### config.mk
export PLATFORM = sky130hd
export DESIGN_NAME = rf_access_sched
export DESIGN_NICKNAME = d
export VERILOG_FILES = /design/src/rtl/rf_pkg.sv /design/src/rtl/rf_req_slot.sv /design/src/rtl/rf_access_sched.sv
export SDC_FILE = /design/constraint.sdc
export NUM_CORES = 1
export LEC_CHECK = 0
export CAP_MARGIN = 20
export CORE_MARGIN = 2
export CORE_UTILIZATION = 25
export CTS_BUF_LIST = sky130_fd_sc_hd__clkbuf_4 sky130_fd_sc_hd__clkbuf_8
export DETAILED_ROUTE_END_ITERATION = 16
export HOLD_SLACK_MARGIN = 0.02
export PLACE_DENSITY = 0.6
export SLEW_MARGIN = 0
export SYNTH_ARGS = -nofsm -noshare
export SYNTH_HDL_FRONTEND = slang
export SYNTH_HIERARCHICAL = 1
export SYNTH_SLANG_ARGS = --single-unit
### constraint.sdc
create_clock -name clk -period 2.4 [get_ports clk]
set_input_delay 0.24 -clock clk [delete_from_list [all_inputs] [get_ports clk]]
set_output_delay 0.24 -clock clk [all_outputs]
set_load 0.01 [all_outputs]
### src/rtl/rf_pkg.sv
// Shared types for the register-file access scheduler: channel ids
// for the rotating priority pointer and the per-cycle issue vector.
package rf_pkg;

  localparam int RF_DEPTH      = 32;
  localparam int RF_ADDR_WIDTH = 5;

  typedef enum logic [1:0] {
    CH_W  = 2'd0,
    CH_R1 = 2'd1,
    CH_R2 = 2'd2
  } ch_e;

  typedef struct packed {
    logic wen;
    logic ren1;
    logic ren2;
  } issue_t;

  function automatic ch_e next_ch(input ch_e c);
    ch_e n;
    unique case (c)
      CH_W:    n = CH_R1;
      CH_R1:   n = CH_R2;
      default: n = CH_W;
    endcase
    return n;
  endfunction

endpackage

### src/rtl/rf_req_slot.sv
// One-deep request holding slot; ready stays high on the issue cycle
// so a client can refill the slot back to back.
module rf_req_slot #(
  parameter int W = 8
) (
  input  logic         clk,
  input  logic         reset,
  input  logic         i_valid,
  input  logic [W-1:0] i_data,
  input  logic         i_issue,
  output logic         o_ready,
  output logic         o_full,
  output logic [W-1:0] o_data
);

  logic         r_full;
  logic [W-1:0] r_data;

  assign o_ready = ~reset & (~r_full | i_issue);
  assign o_full  = r_full & ~reset;
  assign o_data  = r_data;

  always_ff @(posedge clk) begin
    if (reset) begin
      r_full <= 1'b0;
      r_data <= '0;
    end else if (i_valid && o_ready) begin
      r_full <= 1'b1;
      r_data <= i_data;
    end else if (i_issue) begin
      r_full <= 1'b0;
    end
  end

endmodule

### src/rtl/rf_access_sched.sv
// Collision-free scheduler in front of the 1W/2R register file.
// Define RF_ACCESS_SCHED_READ_MERGE_EN to merge same-address reads.
module rf_access_sched
  import rf_pkg::*;
#(
  parameter int DATA_WIDTH = 16,
  parameter int ADDR_WIDTH = RF_ADDR_WIDTH
) (
  input  logic                  clk,
  input  logic                  reset,
  input  logic                  wr_valid,
  output logic                  wr_ready,
  input  logic [ADDR_WIDTH-1:0] wr_addr,
  input  logic [DATA_WIDTH-1:0] wr_data,
  input  logic                  rd1_valid,
  output logic                  rd1_ready,
  input  logic [ADDR_WIDTH-1:0] rd1_addr,
  input  logic                  rd2_valid,
  output logic                  rd2_ready,
  input  logic [ADDR_WIDTH-1:0] rd2_addr,
  output logic                  rsp1_valid,
  output logic [DATA_WIDTH-1:0] rsp1_data,
  output logic                  rsp2_valid,
  output logic [DATA_WIDTH-1:0] rsp2_data,
  output logic                  wen1,
  output logic [ADDR_WIDTH-1:0] wad1,
  output logic [DATA_WIDTH-1:0] din,
  output logic                  ren1,
  output logic [ADDR_WIDTH-1:0] rad1,
  output logic                  ren2,
  output logic [ADDR_WIDTH-1:0] rad2,
  input  logic [DATA_WIDTH-1:0] dout1,
  input  logic [DATA_WIDTH-1:0] dout2,
  input  logic                  collision,
  output logic                  sched_err
);

  localparam int WW = ADDR_WIDTH + DATA_WIDTH;

  logic                  w_fw;
  logic                  w_f1;
  logic                  w_f2;
  logic [WW-1:0]         w_wslot;
  logic [ADDR_WIDTH-1:0] w_aw;
  logic [ADDR_WIDTH-1:0] w_a1;
  logic [ADDR_WIDTH-1:0] w_a2;
  logic [DATA_WIDTH-1:0] w_dw;
  logic                  w_c1;
  logic                  w_c2;
  logic                  w_c12;
  logic                  w_merge;
  logic                  w_excl;
  issue_t                w_sel;

  ch_e  r_ptr;
  logic r_rsp1;
  logic r_rsp2;
  logic r_merge;
  logic r_err;

  rf_req_slot #(.W(WW)) u_wr (
    .clk     (clk),
    .reset   (reset),
    .i_valid (wr_valid),
    .i_data  ({wr_addr, wr_data}),
    .i_issue (w_sel.wen),
    .o_ready (wr_ready),
    .o_full  (w_fw),
    .o_data  (w_wslot)
  );

  rf_req_slot #(.W(ADDR_WIDTH)) u_rd1 (
    .clk     (clk),
    .reset   (reset),
    .i_valid (rd1_valid),
    .i_data  (rd1_addr),
    .i_issue (w_sel.ren1),
    .o_ready (rd1_ready),
    .o_full  (w_f1),
    .o_data  (w_a1)
  );

  rf_req_slot #(.W(ADDR_WIDTH)) u_rd2 (
    .clk     (clk),
    .reset   (reset),
    .i_valid (rd2_valid),
    .i_data  (rd2_addr),
    .i_issue (w_sel.ren2),
    .o_ready (rd2_ready),
    .o_full  (w_f2),
    .o_data  (w_a2)
  );

  assign {w_aw, w_dw} = w_wslot;
  assign w_c1 = (w_aw == w_a1);
  assign w_c2 = (w_aw == w_a2);

`ifdef RF_ACCESS_SCHED_READ_MERGE_EN
  assign w_c12   = 1'b0;
  assign w_merge = w_sel.ren1 & w_sel.ren2 & (w_a1 == w_a2);
`else
  assign w_c12   = (w_a1 == w_a2);
  assign w_merge = 1'b0;
`endif

  // Greedy pick in pointer order: include a slot unless it clashes
  // with one already chosen earlier in the rotation.
  always_comb begin
    w_sel = '0;
    unique case (r_ptr)
      CH_W: begin
        w_sel.wen  = w_fw;
        w_sel.ren1 = w_f1 & ~(w_sel.wen & w_c1);
        w_sel.ren2 = w_f2 & ~(w_sel.wen & w_c2)
                   & ~(w_sel.ren1 & w_c12);
      end
      CH_R1: begin
        w_sel.ren1 = w_f1;
        w_sel.ren2 = w_f2 & ~(w_sel.ren1 & w_c12);
        w_sel.wen  = w_fw & ~(w_sel.ren1 & w_c1)
                   & ~(w_sel.ren2 & w_c2);
      end
      default: begin
        w_sel.ren2 = w_f2;
        w_sel.wen  = w_fw & ~(w_sel.ren2 & w_c2);
        w_sel.ren1 = w_f1 & ~(w_sel.ren2 & w_c12)
                   & ~(w_sel.wen & w_c1);
      end
    endcase
  end

  assign w_excl = (w_fw & ~w_sel.wen)
                | (w_f1 & ~w_sel.ren1)
                | (w_f2 & ~w_sel.ren2);

  assign wen1 = w_sel.wen;
  assign wad1 = w_sel.wen ? w_aw : '0;
  assign din  = w_sel.wen ? w_dw : '0;
  assign ren1 = w_sel.ren1;
  assign rad1 = w_sel.ren1 ? w_a1 : '0;
  assign ren2 = w_sel.ren2 & ~w_merge;
  assign rad2 = ren2 ? w_a2 : '0;

  always_ff @(posedge clk) begin
    if (reset) begin
      r_ptr   <= CH_W;
      r_rsp1  <= 1'b0;
      r_rsp2  <= 1'b0;
      r_merge <= 1'b0;
      r_err   <= 1'b0;
    end else begin
      if (w_excl) r_ptr <= next_ch(r_ptr);
      r_rsp1  <= w_sel.ren1;
      r_rsp2  <= w_sel.ren2;
      r_merge <= w_merge;
      if (collision) r_err <= 1'b1;
    end
  end

  assign rsp1_valid = r_rsp1 & ~reset;
  assign rsp2_valid = r_rsp2 & ~reset;
  assign rsp1_data  = (rsp1_valid & ~collision) ? dout1 : '0;
  assign rsp2_data  = (rsp2_valid & ~collision)
                    ? (r_merge ? dout1 : dout2) : '0;
  assign sched_err  = r_err & ~reset;

endmodule

## Word-level counts from Yosys, hierarchy flattened

Cells that the tools add are included.

| operators by class | value |
|---|---|
| equal/unequal tests | 4 |
| multiplexer cells | 14 |
| bitwise operators | 54 |
| reduce and logical (&&, ||, !) cells | 7 |

Operators by type and width:

| cell | count |
|---|---|
| $mux 16 | 3 |
| $and 1x1->1 | 32 |
| $not 1->1 | 17 |
| $eq 5x5->1 | 3 |
| $mux 5 | 3 |
| $mux 1 | 6 |
| $pmux 3 s2 | 1 |
| $reduce_bool 2->1 | 3 |
| $or 1x1->1 | 5 |
| $pmux 2 s2 | 1 |
| $logic_and 1x1->1 | 3 |
| $eq 2x1->1 const B | 1 |
| $logic_not 2->1 | 1 |

| storage, ports and cells | value |
|---|---|
| register bits after elaboration | 39 |
| bits of input ports | 69 |
| logic and storage cells | 89 |

## Logic depth before layout (Yosys ltp)

| depth | value |
|---|---|
| depth in word-level cells | 13 |
| gate-level depth with buffers | 13 |

## Hierarchy

Netlist, hierarchy kept.

Modules (own cells, without submodules):

| module | times used | cells each | area each (µm²) | sequential area each (µm²) |
|---|---|---|---|---|
| rf_req_slot (u_wr) | 1 | 98 | 1022.2 | 440.4 |
| rf_access_sched | 1 | 133 | 935.9 | 100.1 |
| rf_req_slot (u_rd1 ...) | 2 | 29 | 287.8 | 120.1 |

## Worst setup path after synthesis

No wires, ideal clock.

| path | value |
|---|---|
| kind | input port to flip-flop |
| from | in reset |
| to | reg u_wr.r_data[0] (netlist: u_wr/o_data[0]) |
| library setup time | 0.072 ns |
| arrival time | 2.262 ns |
| setup slack | 0.067 ns |
| stages on the path | 13 |
| path buffers | 4 |
| path through | clkbuf_1 -> nor2b_1 -> nor2b_1 -> nand3_1 -> nor2_1 -> o31ai_1 -> nor2_1 -> clkbuf_1 -> nor2b_4 -> nor2b_2 -> buf_6 -> buf_12 -> mux2i_1 |

| on the way | value |
|---|---|
| longest elaborated chain between the ends | 12 |
| elaborated cells between the ends (all ways) | 20 |
| those cells by class | mux (1); bitwise (18); reduce/logical (1) |

RTL lines:

| item | RTL line | source |
|---|---|---|
| from (decl) | rf_access_sched.sv:10 | `input logic reset,` |
| $not 1->1 * | rf_req_slot.sv:20 | `assign o_full = r_full & ~reset;` |
| $and 1x1->1 * | rf_req_slot.sv:20 |  |
| net w_f1 | rf_access_sched.sv:41 | `logic w_f1;` |
| $and 1x1->1 | rf_access_sched.sv:119 | `w_sel.ren2 = w_f2 & ~(w_sel.ren1 & w_c12);` |
| $not 1->1 | rf_access_sched.sv:119 |  |
| $and 1x1->1 | rf_access_sched.sv:119 |  |
| $and 1x1->1 | rf_access_sched.sv:121 | `& ~(w_sel.ren2 & w_c2);` |
| $not 1->1 | rf_access_sched.sv:121 |  |
| $and 1x1->1 * | rf_access_sched.sv:121 |  |
| $pmux 3 s2 * | rf_access_sched.sv:110 | `unique case (r_ptr)` |
| net wen1 | rf_access_sched.sv:25 | `output logic wen1,` |
| $or 1x1->1 * | rf_req_slot.sv:19 | `assign o_ready = ~reset & (~r_full \| i_issue);` |
| $and 1x1->1 * | rf_req_slot.sv:19 |  |
| $logic_and 1x1->1 * | rf_req_slot.sv:27 | `end else if (i_valid && o_ready) begin` |
| to (signal assigned) | rf_req_slot.sv:29 | `r_data <= i_data;` |
| to (decl) | rf_req_slot.sv:17 | `logic [W-1:0] r_data;` |

The timed path passes the listed nets; every way through them passes the cells marked *.
A chain may end at the register's enable or synchronous reset.

## Worst setup path in the final report

| path | value |
|---|---|
| from | reg u_rd1.r_data[3] (netlist: u_rd1/o_data[3]) |
| to | out din[15] |

| on the way | value |
|---|---|
| longest elaborated chain between the ends | 9 |
| elaborated cells between the ends (all ways) | 13 |
| those cells by class | eq/ne (2); mux (2); bitwise (9) |

RTL lines:

| item | RTL line | source |
|---|---|---|
| from (decl) | rf_req_slot.sv:17 |  |
| from (signal assigned) | rf_req_slot.sv:29 |  |
| $eq 5x5->1 | rf_access_sched.sv:102 | `assign w_c12 = (w_a1 == w_a2);` |
| $and 1x1->1 | rf_access_sched.sv:119 |  |
| $not 1->1 | rf_access_sched.sv:119 |  |
| $and 1x1->1 | rf_access_sched.sv:119 |  |
| $and 1x1->1 | rf_access_sched.sv:121 |  |
| $not 1->1 | rf_access_sched.sv:121 |  |
| $and 1x1->1 * | rf_access_sched.sv:121 |  |
| $pmux 3 s2 * | rf_access_sched.sv:110 |  |
| $mux 16 * | rf_access_sched.sv:138 | `assign din = w_sel.wen ? w_dw : '0;` |
| to (decl) | rf_access_sched.sv:27 | `output logic [DATA_WIDTH-1:0] din,` |

Mark *: on every way between the ends. The rest lies on a longest branch, timed or not.

==> flow_metrics.tcl <==
set metrics [dict create \
    switching_share_pct 27.53 \
    vias 2595 \
    firstDrtPassIters 4 \
    place_area_mm2 0.004198 \
    cp.required_ps 2160 \
    synth_top_area_cell "dfxtp_1" \
    synthesis.area_mm2 0.002534 \
    antenna_found_initial 0 \
    ys_ff_latch 39 \
    met3_usage_pct 4.866 \
    start_util_pct 25.80 \
    whs_ps 314.6 \
    tightest_slew_ps 427.0 \
    worstHoldPathType "input pin to register" \
    clkTransAtPathRegs_ps 80 \
    start_kind "register" \
    yosysUniqueCellTypes 33 \
    worst_ep_arrival_time_ps 2170 \
    p_per_area_mw_per_mm2 367.1 \
    critical_path_buf_inv_count 5 \
    grt_util_met1_pct 16.80 \
    rsz0062_at_grt "true" \
    min_period_ps 2407 \
    routabilityCongestion 0.8772 \
    yosysWarnings 6 \
    hold_viol 0 \
    htree_num_levels 2 \
    top_usage_layer "met2" \
    synth_common_cells "nand2b_1 (62), and2_1 (55), dfxtp_1 (39)" \
    drt_iter0_markers 91 \
    fin_ws_ps -6.815 \
    wl_per_cell_um 13.98 \
    clock_latency_ps 290 \
    antennaDiodeCount 0 \
    placementRows 36 \
    syn_inst 289 \
    synthTopCellsByArea "dfxtp_1 (31%), nand2b_1 (15%), and2_1 (14%)" \
    total_power_uw 1709 \
    run_status "finished, violations left" \
    clockRootBuffer "clkbuf_8" \
    criticalPathCategory "register to output port" \
    ir_worst_vdd_uv 238.5 \
    period_share_pct 100.3 \
    slew_violations 0 \
    slowest_delay_ps 360 \
    design_area_mm2 0.004654 \
    drc 0 \
    synth_fp_nets 358 \
    final_cell_count_no_fill 595 \
    dp_hpwl_um 5900 \
    wirelength_um 8319 \
    p_comb_share_pct 30.4 \
    ys_seq_area_share_pct 30.81 \
    dp_cells 571 \
    relSlewSlack_pct 71.54 \
    area_delta_synth_final_pct 83.70 \
    cp_cell_sequence "buf_4 -> xnor2_1 -> nand3_1 -> nor2_4 -> o31ai_4 -> nor2_4 -> buf_6 -> buf_12 -> buf_16 -> and2_4 -> buf_6" \
    synth_edf_count 0 \
    p_int_uw 1238 \
    fmax_ghz 0.4155 \
    async_reset_ff_share_pct 0 \
    fp.coreArea_mm2 0.009819 \
    fin_util_pct 47.40 \
    violations "negative setup slack" \
    nets 530 \
    synth_ff_type "dfxtp_1" \
    dieWidth_um 104.7 \
    grt_start_max_net_pins 50 \
    cts_sinks 39 \
    overflow 0 \
    cts_tree "done" \
    cp_top_family "buffers and inverters" \
    hold_buffers 0 \
    grt_pass1_vias 2608 \
    portBuffers 140 \
    dieHeight_um 104.7 \
    io_pins 141 \
    use_met2_pct 25.40 \
    slowest_stage "dfxtp_4" \
    clk_path_buf_depth 2 \
    clkPwrFrac_pct 27.0 \
    grt_pass1_wl_um 12830 \
    yosysMostFrequentCell "nand2b_1" \
    synth_top_area_share_pct 30.81 \
    p_sw_uw 470.4 \
    path_max_fanout 5 \
    maxCapViolCount 0 \
    avgSynthCellArea_um2 8.767 \
    grtUsageTotal_pct 14.55 \
    cts-buffers-inserted 5 \
    drive_above_1_share_pct 30.95 \
    cp-end-kind "output port" \
    avgViaCountPerCell 4.361 \
    finClkSkew_ps 7.665 \
    leakagePower_uw 0.002006 \
    nFillCells 988 \
    die_area_mm2 0.01096 \
    pwr-share-seq_pct 42.6 \
    setup_violations 6 \
    final_antenna_net_count 0 \
]
kinds of logic (layout without fill, tap and decap cells):
group / after synthesis / in the layout / share of synthesized area [%]
xor gates and xnor gates: 15 / 15 / 5.185
and+or+nand+nor: 178 / 178 / 43.90
buffers and inverters: 18 / 191 / 4.938
muxes: 33 / 33 / 13.14
DFF: 39 / 39 / 30.81
AOI/OAI and AO/OA: 6 / 6 / 2.025
area by class of cell:
type | count | area, µm² | share of cell area [%]
multi-input combinational | 232 | 1802 | 38.71
timing repair buffer | 182 | 1794 | 38.55
sequential | 39 | 799.5 | 17.18
tap | 133 | 166.4 | 3.575
clock buffer | 7 | 83.83 | 1.801
clock inverter | 1 | 5.005 | 0.1075
inverter | 1 | 3.754 | 0.08065
worst register-to-register path, delay by kind of cell (launching register included):
family | cells | cell delay, ps
xor+xnor | 1 | 140
simple gates | 5 | 740
compound gates | 1 | 100
buf+inv | 5 | 690
flops | 1 | 360
mux | 1 | 220
power by group through the flow:
| stage | Sequential [µW] | Clock, µW | Combinational, µW |
|---|---|---|---|
| 6_report | 728 | 461 | 519 |
| 3_3_place_gp | 739 | 0 | 433 |
| 4_1_cts | 727 | 486 | 493 |
| 5_1_grt | 734 | 515 | 561 |
| 2_1_floorplan | 729 | 0 | 224 |
| 3_5_place_dp | 739 | 0 | 440 |
metrics by stage:
| step | TNS, ps | worst slack [ps] |
|---|---|---|
| floorplan | 0 | 66.71 |
| global placement | 0 | 28.59 |
| detailed placement | 0 | 8.315 |
| CTS | -1466 | -128.5 |
| global route | -2033 | -106.4 |
| finish | -26.82 | -6.815 |
metal layers:
layer	vias up	share of wire, %
met4	0	2.2
met5	-	0
li1	1270	-
met1	1177	41
met2	134	48
met3	14	8.7
flip-flops by register name, indices dropped and copies added (netlist names):
register	count
u_rd1/o_data	5
r_err	1
r_rsp2	1
r_rsp1	1
u_wr/r_full	1
u_rd1/r_full	1
u_rd2/r_full	1
u_wr/o_data	21
u_rd2/o_data	5
r_ptr	2
what timing repair did:
item	in CTS	in global routing
gates cloned	3	2
endpoints found under the hold margin	0	0
setup endpoints to repair	37	56
gates resized for setup	170	34
buffers inserted	10	4
pin swaps	17	13
worst paths after layout:
| check | startpoint | to | slack [ps] | depth (start not counted) |
|---|---|---|---|---|
| worst max-delay path | u_rd1/o_data[3] | din[15] | -7 | 11 |
| worst min-delay path | reset | u_rd1/o_data[4] | 310 | 3 |
| worst min register to register | r_err | r_err | 470 | 2 |
| worst max register to register | u_rd1/o_data[3] | u_wr/o_data[14] | 60 | 13 |
layout by cell type (no fill, tap or decap), types with 6 or more instances in the layout:
cell             Yosys  layout
mux2i_1             31      31
nand2b_1            62      62
nor2b_2              4       6
and2_4               0      19
clkbuf_2             2       7
and3_1               9       9
buf_6                3      23
and2_1              55      36
buf_4                0      29
xor2_1              10       7
clkdlybuf4s50_1      0     102
dfxtp_2              0       6
buf_2                0       8
nor2_1              17      15
dfxtp_1             39      30
nor2b_1             10       7
No activity file was read; power rests on OpenSTA's default activity.
